### config.mk
export PLATFORM = sky130hd
export DESIGN_NAME = decoder4x16_pipe_flat
export DESIGN_NICKNAME = d
export VERILOG_FILES = /design/src/rtl/decoder4x16_pipe_pkg.sv /design/src/rtl/decoder4x16_pipe_if.sv /design/src/rtl/decoder4x16_pipe_dec_fifo.sv /design/src/rtl/decoder4x16_pipe.sv /design/src/flat_wrapper.sv
export SDC_FILE = /design/constraint.sdc
export NUM_CORES = 1
export LEC_CHECK = 0
export BUFFER_PORTS_ARGS = -buffer_cell sky130_fd_sc_hd__buf_2
export CORE_MARGIN = 3
export CORE_UTILIZATION = 45
export DETAILED_ROUTE_END_ITERATION = 6
export GPL_TIMING_DRIVEN = 0
export PLACE_DENSITY_LB_ADDON = 0.1
export SYNTH_ARGS = -nofsm -noshare
export SYNTH_HDL_FRONTEND = slang
export SYNTH_SLANG_ARGS = --single-unit
### constraint.sdc
create_clock -name clk -period 2.7 [get_ports clk]
set_input_delay 0.27 -clock clk [delete_from_list [all_inputs] [get_ports clk]]
set_output_delay 0.27 -clock clk [all_outputs]
set_load 0.005 [all_outputs]
### src/rtl/decoder4x16_pipe_pkg.sv
// Shared types, widths and the 4-to-16 decode function for decoder4x16_pipe.
package decoder4x16_pipe_pkg;

    localparam int unsigned CODE_W = 4;
    localparam int unsigned WORD_W = 16;
    localparam int unsigned STAT_W = 8;

    // One-hot decode of a code; an absent code (en=0) yields an all-zero word.
    function automatic logic [WORD_W-1:0] decode(input logic [CODE_W-1:0] code,
                                                 input logic              en);
        logic [WORD_W-1:0] word;
        word = '0;
        if (en) begin
            word[code] = 1'b1;
        end
        return word;
    endfunction

endpackage

### src/rtl/decoder4x16_pipe_if.sv
// Handshake bus for decoder4x16_pipe: code input side, word output side, statistics.
interface decoder4x16_pipe_if;
    import decoder4x16_pipe_pkg::*;

    logic              in_valid;
    logic              in_ready;
    logic [CODE_W-1:0] in_code;
    logic              in_en;
    logic              out_valid;
    logic              out_ready;
    logic [WORD_W-1:0] out;
    logic [STAT_W-1:0] stat_cnt;

    // Driver side (upstream producer and downstream consumer).
    modport master (
        output in_valid, in_code, in_en, out_ready,
        input  in_ready, out_valid, out, stat_cnt
    );

    // Decoder side.
    modport slave (
        input  in_valid, in_code, in_en, out_ready,
        output in_ready, out_valid, out, stat_cnt
    );

endinterface

### src/rtl/decoder4x16_pipe_dec_fifo.sv
// dec_fifo: DEPTH-entry word FIFO with synchronous active-low reset.
// Head word is presented combinationally and forced to zero when empty.
module dec_fifo #(
    parameter int unsigned DEPTH  = 2,
    parameter int unsigned WORD_W = 16
) (
    input  logic              clk,
    input  logic              rst_n,
    input  logic              i_push,
    input  logic [WORD_W-1:0] i_wdata,
    input  logic              i_pop,
    output logic              o_full,
    output logic              o_valid,
    output logic [WORD_W-1:0] o_rdata
);

    localparam int unsigned PtrW = $clog2(DEPTH);
    localparam int unsigned CntW = PtrW + 1;
    localparam logic [CntW-1:0] FullCnt = CntW'(DEPTH);

    logic [WORD_W-1:0] r_mem [DEPTH];
    logic [PtrW-1:0]   r_wptr, w_wptr_d;
    logic [PtrW-1:0]   r_rptr, w_rptr_d;
    logic [CntW-1:0]   r_count, w_count_d;

    // DEPTH is a power of two, so pointers wrap naturally at their width.
    always_comb begin
        w_wptr_d  = r_wptr;
        w_rptr_d  = r_rptr;
        w_count_d = r_count;
        if (i_push) begin
            w_wptr_d = r_wptr + PtrW'(1);
        end
        if (i_pop) begin
            w_rptr_d = r_rptr + PtrW'(1);
        end
        unique case ({i_push, i_pop})
            2'b10:   w_count_d = r_count + CntW'(1);
            2'b01:   w_count_d = r_count - CntW'(1);
            default: w_count_d = r_count;
        endcase
    end

    // Pointer and occupancy registers.
    always_ff @(posedge clk) begin
        if (!rst_n) begin
            r_wptr  <= '0;
            r_rptr  <= '0;
            r_count <= '0;
        end else begin
            r_wptr  <= w_wptr_d;
            r_rptr  <= w_rptr_d;
            r_count <= w_count_d;
        end
    end

    // Storage; contents need no reset because the empty flag masks the head.
    always_ff @(posedge clk) begin
        if (i_push) begin
            r_mem[r_wptr] <= i_wdata;
        end
    end

    assign o_full  = (r_count == FullCnt);
    assign o_valid = (r_count != '0);
    assign o_rdata = o_valid ? r_mem[r_rptr] : '0;

endmodule

### src/rtl/decoder4x16_pipe.sv
// decoder4x16_pipe: valid/ready 4-to-16 decoder buffered by a DEPTH-entry FIFO.
// Optional feature: define DECODER_STATS_EN for a saturating delivered-word counter.
module decoder4x16_pipe
    import decoder4x16_pipe_pkg::*;
#(
    parameter int unsigned DEPTH = 2
) (
    input logic                clk,
    input logic                rst_n,
    decoder4x16_pipe_if.slave  bus
);

    logic              w_in_ready;
    logic              w_push;
    logic              w_pop;
    logic              w_full;
    logic              w_valid;
    logic [WORD_W-1:0] w_word;
    logic [WORD_W-1:0] w_rdata;

    assign w_word = decode(bus.in_code, bus.in_en);

    // A full FIFO still accepts when the head leaves in the same cycle.
    assign w_in_ready = rst_n && (!w_full || bus.out_ready);
    assign w_push     = bus.in_valid && w_in_ready;
    assign w_pop      = w_valid && bus.out_ready;

    dec_fifo #(
        .DEPTH  (DEPTH),
        .WORD_W (WORD_W)
    ) u_fifo (
        .clk     (clk),
        .rst_n   (rst_n),
        .i_push  (w_push),
        .i_wdata (w_word),
        .i_pop   (w_pop),
        .o_full  (w_full),
        .o_valid (w_valid),
        .o_rdata (w_rdata)
    );

    assign bus.in_ready  = w_in_ready;
    assign bus.out_valid = w_valid;
    assign bus.out       = w_rdata;

`ifdef DECODER_STATS_EN
    logic [STAT_W-1:0] r_stat_cnt;

    // Saturating count of output transfers, cleared only by reset.
    always_ff @(posedge clk) begin
        if (!rst_n) begin
            r_stat_cnt <= '0;
        end else if (w_pop && (r_stat_cnt != {STAT_W{1'b1}})) begin
            r_stat_cnt <= r_stat_cnt + STAT_W'(1);
        end
    end

    assign bus.stat_cnt = r_stat_cnt;
`else
    assign bus.stat_cnt = '0;
`endif

endmodule

### src/flat_wrapper.sv
// flat-port wrapper written by rule: the top's interface ports become plain ports
module decoder4x16_pipe_flat import decoder4x16_pipe_pkg::*;
#(
    parameter int unsigned DEPTH = 2
)
  (clk, rst_n, bus_in_valid, bus_in_code, bus_in_en, bus_out_ready, bus_in_ready, bus_out_valid, bus_out, bus_stat_cnt);
  decoder4x16_pipe_if bus_i ();
  input logic clk;
  input logic rst_n;
  input wire logic [$bits(bus_i.in_valid)-1:0] bus_in_valid;
  input wire logic [$bits(bus_i.in_code)-1:0] bus_in_code;
  input wire logic [$bits(bus_i.in_en)-1:0] bus_in_en;
  input wire logic [$bits(bus_i.out_ready)-1:0] bus_out_ready;
  output wire logic [$bits(bus_i.in_ready)-1:0] bus_in_ready;
  output wire logic [$bits(bus_i.out_valid)-1:0] bus_out_valid;
  output wire logic [$bits(bus_i.out)-1:0] bus_out;
  output wire logic [$bits(bus_i.stat_cnt)-1:0] bus_stat_cnt;
  assign bus_i.in_valid = bus_in_valid;
  assign bus_i.in_code = bus_in_code;
  assign bus_i.in_en = bus_in_en;
  assign bus_i.out_ready = bus_out_ready;
  assign bus_in_ready = bus_i.in_ready;
  assign bus_out_valid = bus_i.out_valid;
  assign bus_out = bus_i.out;
  assign bus_stat_cnt = bus_i.stat_cnt;
  decoder4x16_pipe #(.DEPTH(DEPTH)) u_core (.clk(clk), .rst_n(rst_n), .bus(bus_i));
endmodule
==> impl_metrics.toml <==
[pwr]
p_total_uw = 1470
leakage_uw = 0.000748
ir_drop_uv = 430
power_density_nw_per_um2 = 764

[placed_design]
gp_congestion = 0.788
io_buffers = 25
place_hpwl_um = 2020

[route]
post_drt_via_cell_ratio = 4.82
wl_um = 2790
first_pass_iters = 4
vias = 1050
drt_iter0_drc = 24
drt-wirelength-per-cell_um = 12.8
ant_nets = 0
drcViolationCount = 0

[floorplanning]
rows = 21
initial_utilization_pct = 47.9
core-area_um2 = 3420
die_width_um = 66.3
io_pins = 35
die_y_um = 66.3
die-area_um2 = 4400

[synthesis]
ys_ff_latch = 37
syn_avg_cell_area_um2 = 12.4
synth_warnings = 0
synthesis.instances = 132
synth_cell_types = 24
synthesis.area_um2 = 1640
ys_seq_area_share_pct = 64.8

[min_path]
hp-class = "in2reg"
whs_path_depth = 2

[finish]
n_fill_cell = 342
nNetsFinal = 181
drive_above_1_share_pct = 26.7
antennaDiodeCount = 0
layout_commonest_cell = "edfxtp_1"
syn2layout_area_growth_pct = 17.4
layout_common_cells = "edfxtp_1, buf_2, nor2_1"

[global_route]
grt_usage_pct = 14.2
grt-ovfl-total = 0
grt_pass1_vias = 1012
antenna_found_initial = 0
grt_pass1_wl_um = 4510
grt_max_degree = 17

[clock_network]
cts_htree_levels = 2
clkTransAtPathRegs_ns = 0.09
cts_resized = 0
clock_latency_ns = 0.33
post-cts-setup-buffers = 0
cts.path.max_buffers = 2
cts.sinks = 37
cts_tree = "yes"
clock-root-buffer = "clkbuf_4"
cts_buffers = 5
cts_hold_buf = 0

[job]
maxCapViolCount = 0

[run_status]
status = "finished clean"

[timing]
period_minus_slack_ns = 1.96
period_share_pct = 72.6
setup_tns_ns = 0
max_freq_mhz = 510
slew_headroom_pct = 44.1
clock_skew_ns = 0.00494
drv_slew = 0
setup_viol = 0
rsz0062_at_grt = "false"
worst_slew_pin_slew_ns = 0.837
hold_viol = 0

[critical_path]
crit_fanout = 10
crit_path_start_kind = "register"
path_class = "reg2out"
critPathCaptureType = "primary output"
worst_r2r_path_depth = 3
arrival_ns = 1.69
cp.required_ns = 2.43
==> logic make-up (layout without fill, tap and decap cells) <==
family | count (synthesis) | count (layout) | share of synthesized area (%)
fa+ha+maj | 1 | 1 | 0.764
compound gates | 4 | 4 | 1.45
buf+inv | 16 | 49 | 5.89
mux | 16 | 16 | 9.79
simple gates | 54 | 54 | 15.4
other cells | 1 | 8 | 0.229
xor+xnor | 3 | 3 | 1.61
flops | 37 | 37 | 64.8
==> critical path, cell delays in order (launching register included) <==
cell and delay (ns):
dfxtp_1 0.37, nor2_1 0.47, buf_2 0.33, nor2_1 0.07, buf_2 0.12
==> cell type report <==
type | instances | area (µm²) | area share (%)
clock buffer | 7 | 65.1 | 3.39
buffer | 13 | 85.1 | 4.43
multi-input combinational | 86 | 510 | 26.6
sequential | 37 | 1060 | 55.2
timing repair buffer | 25 | 125 | 6.51
clock inverter | 1 | 5.00 | 0.261
inverter | 3 | 11.3 | 0.586
tap | 46 | 57.6 | 3.00
==> state kept, by name, summed over array words and instances (netlist names), named ones only <==
register	cells
u_core.u_fifo.r_mem	32
u_core.u_fifo.r_rptr	1
u_core.u_fifo.r_count	2
u_core.u_fifo.r_wptr	1
==> per-layer routing <==
| layer | GRT usage (%) | wire (µm) | vias up |
|---|---|---|---|
| met4 | 5.33 | 44 | 0 |
| met5 | 0 | 0 | - |
| met3 | 5.44 | 152 | 4 |
| li1 | - | - | 526 |
| met2 | 24.2 | 1420 | 30 |
| met1 | 15.9 | 1180 | 490 |
==> power by group <==
group          switching (µW)  internal (µW)  total, µW
Sequential               24.9            667        692
Combinational             246            213        459
Clock                     164            151        315
==> cell usage after synthesis <==
cell | n | share of area [%]
nor3_1 | 8 | 2.4
nor2_1 | 25 | 5.7
and2_1 | 3 | 1.1
inv_1 | 3 | 0.69
nand3_1 | 2 | 0.61
nand2b_1 | 3 | 1.1
nor4_1 | 2 | 0.76
dfxtp_1 | 5 | 6.1
edfxtp_1 | 32 | 59
o22ai_1 | 1 | 0.38
conb_1 | 1 | 0.23
or3_1 | 1 | 0.38
mux2i_1 | 16 | 9.8
nand3b_1 | 1 | 0.46
xnor2_1 | 3 | 1.6
buf_4 | 9 | 4.1
clkbuf_1 | 2 | 0.46
ha_1 | 1 | 0.76
o21ai_0 | 2 | 0.61
nor3b_1 | 1 | 0.46
buf_2 | 2 | 0.61
a21boi_1 | 1 | 0.46
nor2b_1 | 3 | 1.1
nand2_1 | 5 | 1.1
==> metrics by stage <==
step	worst slack, ns	cells	util, %	hold WS [ns]	cell area, µm²
5_1_grt	0.547	218	56.2	0.234	1920
6_report	0.740	218	56.2	0.221	1920
3_5_place_dp	0.465	210	54.0	0.490	1850
4_1_cts	0.448	218	56.1	0.210	1920
2_1_floorplan	0.908	139	-	0.392	1660
3_3_place_gp	0.497	210	54.0	0.470	1850
==> worst paths after layout <==
kind	slack [ns]	to	start
worst min register to register	0.52	u_core.u_fifo.r_wptr	u_core.u_fifo.r_wptr
worst min-delay path	0.22	register	rst_n
worst max register to register	0.86	u_core.u_fifo.r_mem[0][2]	u_core.u_fifo.r_count[0]
worst max-delay path	0.74	bus_out[8]	u_core.u_fifo.r_count[0]
(Power assumes the default switching activity.)
